## config.mk

```make
export PLATFORM = sky130hd
export DESIGN_NAME = regfile_mp
export DESIGN_NICKNAME = d
export VERILOG_FILES = /design/src/rtl/calc_rf_pkg.sv /design/src/rtl/regfile_mp_clr_ctl.sv /design/src/rtl/regfile_mp.sv
export SDC_FILE = /design/constraint.sdc
export NUM_CORES = 1
export LEC_CHECK = 0
export BUFFER_PORTS_ARGS = -buffer_cell sky130_fd_sc_hd__buf_2
export CAP_MARGIN = 20
export CORE_MARGIN = 1.5
export CORE_UTILIZATION = 51
export DETAILED_ROUTE_END_ITERATION = 8
export HOLD_SLACK_MARGIN = 0.05
export PLACE_DENSITY = 0.8
export SLEW_MARGIN = 20
export SYNTH_ARGS = -nofsm -noshare
export SYNTH_HDL_FRONTEND = slang
export SYNTH_SLANG_ARGS = --single-unit
```

## constraint.sdc

```tcl
create_clock -name ck -period 2.35 [get_ports ck]
set_input_delay 0.3525 -clock ck [delete_from_list [all_inputs] [get_ports ck]]
set_output_delay 0.3525 -clock ck [all_outputs]
set_load 0.01 [all_outputs]
```

## src/rtl/calc_rf_pkg.sv

```systemverilog
// Shared types and default sizes for the calculator register file.
// No logic; imported by the register file and its clear controller.
// Defaults match the calculator datapath operand width and register count.
package calc_rf_pkg;

    typedef enum logic {
        RF_IDLE  = 1'b0,
        RF_CLEAR = 1'b1
    } rf_state_t;

    localparam int RF_DW = 16;
    localparam int RF_AW = 2;

endpackage

```

## src/rtl/regfile_mp_clr_ctl.sv

```systemverilog
// Bulk-clear sequencer: walks clr_idx over every register, one per cycle.
// Latency: busy the edge after clr is seen low, for DEPTH cycles, then a 1-cycle clr_done.
// Backpressure: none; requests during a clear are ignored, a held clr restarts right after done.
module regfile_mp_clr_ctl
    import calc_rf_pkg::*;
#(
    parameter int AW = RF_AW
) (
    input  logic          ck,
    input  logic          res,
    input  logic          clr,
    output logic          busy,
    output logic          clr_done,
    output logic          clr_en,
    output logic [AW-1:0] clr_idx
);

    localparam logic [AW-1:0] LAST_IDX = '1;

    rf_state_t     state_q, state_d;
    logic [AW-1:0] cnt_q, cnt_d;
    logic          done_q, done_d;

    always_comb begin
        state_d = state_q;
        cnt_d   = cnt_q;
        done_d  = 1'b0;
        case (state_q)
            RF_IDLE: begin
                if (!clr) begin
                    state_d = RF_CLEAR;
                    cnt_d   = '0;
                end
            end
            RF_CLEAR: begin
                if (cnt_q == LAST_IDX) begin
                    state_d = RF_IDLE;
                    done_d  = 1'b1;
                end else begin
                    cnt_d = cnt_q + AW'(1);
                end
            end
            default: state_d = RF_IDLE;
        endcase
    end

    always_ff @(posedge ck) begin
        if (!res) begin
            state_q <= RF_IDLE;
            cnt_q   <= '0;
            done_q  <= 1'b0;
        end else begin
            state_q <= state_d;
            cnt_q   <= cnt_d;
            done_q  <= done_d;
        end
    end

    assign busy     = (state_q == RF_CLEAR);
    assign clr_en   = busy;
    assign clr_idx  = cnt_q;
    assign clr_done = done_q;

endmodule

```

## src/rtl/regfile_mp.sv

```systemverilog
// Parametrised register file: one active-low write port, two combinational read ports, bulk clear.
// Latency: writes land on the next edge; reads are combinational (optionally bypassing the write).
// Backpressure: writes are dropped while clearing or when a clear is requested the same cycle.
module regfile_mp
    import calc_rf_pkg::*;
#(
    parameter int DW     = RF_DW,
    parameter int AW     = RF_AW,
    parameter bit BYPASS = 1'b1
) (
    input  logic                   ck,
    input  logic                   res,
    input  logic [DW-1:0]          d,
    input  logic [AW-1:0]          wsel,
    input  logic                   we,
    input  logic [AW-1:0]          rsel_a,
    input  logic [AW-1:0]          rsel_b,
    input  logic                   clr,
    output logic [DW-1:0]          q_a,
    output logic [DW-1:0]          q_b,
    output logic                   busy,
    output logic                   clr_done,
    output logic [DW*(2**AW)-1:0]  r_all
);

    localparam int DEPTH = 2**AW;

    logic [DW-1:0] regs_q [DEPTH];
    logic [DW-1:0] regs_d [DEPTH];
    logic          clr_en;
    logic [AW-1:0] clr_idx;
    logic          wr_en;

    regfile_mp_clr_ctl #(
        .AW (AW)
    ) u_clr_ctl (
        .ck       (ck),
        .res      (res),
        .clr      (clr),
        .busy     (busy),
        .clr_done (clr_done),
        .clr_en   (clr_en),
        .clr_idx  (clr_idx)
    );

    // A clear request in IDLE takes priority over a write in the same cycle.
    assign wr_en = !busy && clr && !we;

    always_comb begin
        regs_d = regs_q;
        if (clr_en) begin
            regs_d[clr_idx] = '0;
        end else if (wr_en) begin
            regs_d[wsel] = d;
        end
    end

    always_ff @(posedge ck) begin
        if (!res) begin
            for (int i = 0; i < DEPTH; i++) begin
                regs_q[i] <= '0;
            end
        end else begin
            regs_q <= regs_d;
        end
    end

    assign q_a = (BYPASS && wr_en && (rsel_a == wsel)) ? d : regs_q[rsel_a];
    assign q_b = (BYPASS && wr_en && (rsel_b == wsel)) ? d : regs_q[rsel_b];

    for (genvar gi = 0; gi < DEPTH; gi++) begin : g_r_all
        assign r_all[gi*DW +: DW] = regs_q[gi];
    end

endmodule
```

==> results_dict.tcl <==
set metrics [dict create \
    status "complete, no violations" \
    startpoint_type "register" \
    combPwrFrac_pct 13.4 \
    routabilityCongestion 0.845 \
    p_seq_share_pct 46.2 \
    antenna_found_initial 0 \
    arrival_ps 1880 \
    final_antenna_net_count 0 \
    p_per_area_mw_per_mm2 539 \
    fin_crit_sh_pct 94.8 \
    hold_viol_final 0 \
    slew_headroom_pct 62.9 \
    power_switching_w 0.000637 \
    setup_tns_ps 0 \
    antenna_cells 0 \
    top_usage_layer "met2" \
    internal_power_w 0.00195 \
    cts_sinks 68 \
    area_growth_pct 26.2 \
    final_common_cell "buf_2" \
    yosysTopAreaCellShare_pct 35.8 \
    wl_per_cell_um 18.6 \
    vias 3203 \
    nets 491 \
    worstPathMaxFanout 11 \
    cp_top_family "buffers and inverters" \
    dr.pass1.iters 4 \
    worstPathRequired_ps 2000 \
    gr-total-overflow 0 \
    period_minus_slack_ps 2230 \
    drc_errors 0 \
    cts_tree "yes" \
    slew_violations 0 \
    detailed_place.area_mm2 0.00457 \
    ctsResizeCount 0 \
    grt_max_degree 18 \
    grt_setup_unrepaired "false" \
    ir_worst_vdd_mv 0.311 \
    syn_avg_cell_area_um2 11.4 \
    grt_pass1_vias 3055 \
    synth_area_leaders "dfxtp_1, mux4_2, mux2i_1" \
    crit_buf_inv 3 \
    skew_ps 5.49 \
    drtIter0Drc 186 \
    dieWidth_um 89.3 \
    yosys_warnings 0 \
    drive_gt1_share_pct 49.8 \
    syn_inst 333 \
    dieHeight_um 89.3 \
    synth-seq-cells 68 \
    clk_latency_ps 340 \
    die-area_mm2 0.00798 \
    grt_pass1_wl_um 15800 \
    cts_hold_buf 0 \
    worstHoldPathType "in2reg" \
    slowest_delay_ps 340 \
    p_leak_nw 2.37 \
    fmax_mhz 449 \
    synth_top_cell_by_area "dfxtp_1" \
    port-buffer-count 123 \
    initial_utilization_pct 52.7 \
    crit_slowest_cell "dfxtp_1" \
    path_cells "nor3b_4, buf_4, nand3_2, buf_4, mux2_2, buf_2" \
    worst_setup_path_end_kind "primary output" \
    routed_wl_um 10500 \
    drv_cap 0 \
    worstSetupPathType "reg2out" \
    htreeDepth 3 \
    cts-root-buf "clkbuf_8" \
    fp.coreArea_mm2 0.00721 \
    syn_area_mm2 0.00380 \
    finalInstanceArea_mm2 0.00480 \
    use_met1_pct 34.9 \
    row_count 31 \
    layout_common_cells "buf_2, nand2_1, dfxtp_1" \
    cts-buffers-inserted 9 \
    post_synth_num_cell_types 23 \
    use_met2_pct 46.3 \
    setup_viol 0 \
    io_pins 124 \
    p_sw_share_pct 24.6 \
    crit_top_cell "buf_4" \
    post-route-util_pct 66.5 \
    routed_via_density 5.67 \
    worst_slew_pin_slew_ps 553 \
    clkPwrFrac_pct 40.4 \
    ys_seq_area_share_pct 35.8 \
    cts_max_path_buffers 2 \
    dp_hpwl_um 7470 \
    grt_use_total_pct 26.9 \
    synth_nets 363 \
    clk_pin_slew_worst_paths_ps 70 \
    grtUsageMet3_pct 3.79 \
]
-- flip-flops by register name, indices dropped and copies added (netlist names) --
register and flops:
r_all 64, u_clr_ctl.clr_idx 2, u_clr_ctl.busy 1, u_clr_ctl.clr_done 1
-- per-layer routing --
metal,vias to the layer above,wire (um)
met5,-,0
met4,0,139
met3,15,659
met2,124,5520
met1,1604,4220
li1,1460,-
-- logic make-up (layout without fill, tap and decap cells) --
logic type	after synthesis	count (layout)	synth area share, %
XOR/XNOR	4	4	0.921
flip-flops	68	68	35.8
AO/OA/AOI/OAI	6	6	1.15
adder cells (fa/ha/maj)	4	4	1.32
buffers and inverters	30	163	4.77
AND/OR/NAND/NOR	92	92	10.5
multiplexers	129	129	45.6
-- cell type report --
cell class              count  area [um2]
fillers                   557        2410
multi-input cells         235        2280
flip-flops and latches     68        1360
repair buffers            143         803
clock buffers              11         141
well taps                  99         124
clock inverters             5        75.1
inverters                   4        15.0
-- power groups by stage --
stage / sequential [W] / combinational (W) / clock, W
floorplan: 0.00122 / 0.000205 / 0
global placement: 0.00122 / 0.000335 / 0
detailed placement: 0.00122 / 0.000342 / 0
CTS: 0.00119 / 0.000344 / 0.00106
global route: 0.00120 / 0.000372 / 0.00111
finish: 0.00120 / 0.000346 / 0.00105
-- final timing paths --
check                           cells past startpoint  slack, ps             end                 start
worst max register to register                      6        540       r_all[13]  u_clr_ctl.clr_idx[0]
worst min register to register                      2        490       r_all[37]             r_all[37]
worst max-delay path                                6        120         q_b[14]        u_clr_ctl.busy
worst min-delay path                                3        370  u_clr_ctl.busy                   clr
-- synth_stat cells --
cell      count
buf_6         5
a32oi_1       1
mux4_2       32
mux2i_1      64
buf_1         1
buf_4         5
nor3b_1       2
nor2_1        3
nand3_2       3
ha_1          4
a21oi_1       1
nor3b_4       1
clkbuf_1      5
mux2_2       33
a21boi_1      4
and3_1        1
and3b_1       1
dfxtp_1      68
buf_2        10
nand3b_1      1
xnor2_1       4
inv_1         4
nand2_1      80
-- timing repair --
item / CTS / global route
setup buffers: 0 / 2
endpoints found under the hold margin: 0 / 0
setup endpoints to repair: 0 / 12
-- worst register-to-register path: stages, from the launching register on --
cell and delay [ps]:
dfxtp_1 420, inv_1 90, ha_1 220, a21boi_2 460
buf_4 270, nand2_1 80, mux2i_1 190
-- per-stage QoR --
stage / total power [W] / setup WS (ps) / instances / hold WS, ps
floorplan: 0.00143 / 362 / 333 / 497
finish: 0.00259 / 122 / 565 / 372
global route: 0.00268 / 47.5 / 565 / 362
CTS: 0.00260 / 18.1 / 563 / 357
global placement: 0.00155 / 344 / 547 / 464
detailed placement: 0.00156 / 296 / 547 / 474
Note: power is estimated with default switching activity, not from simulation.
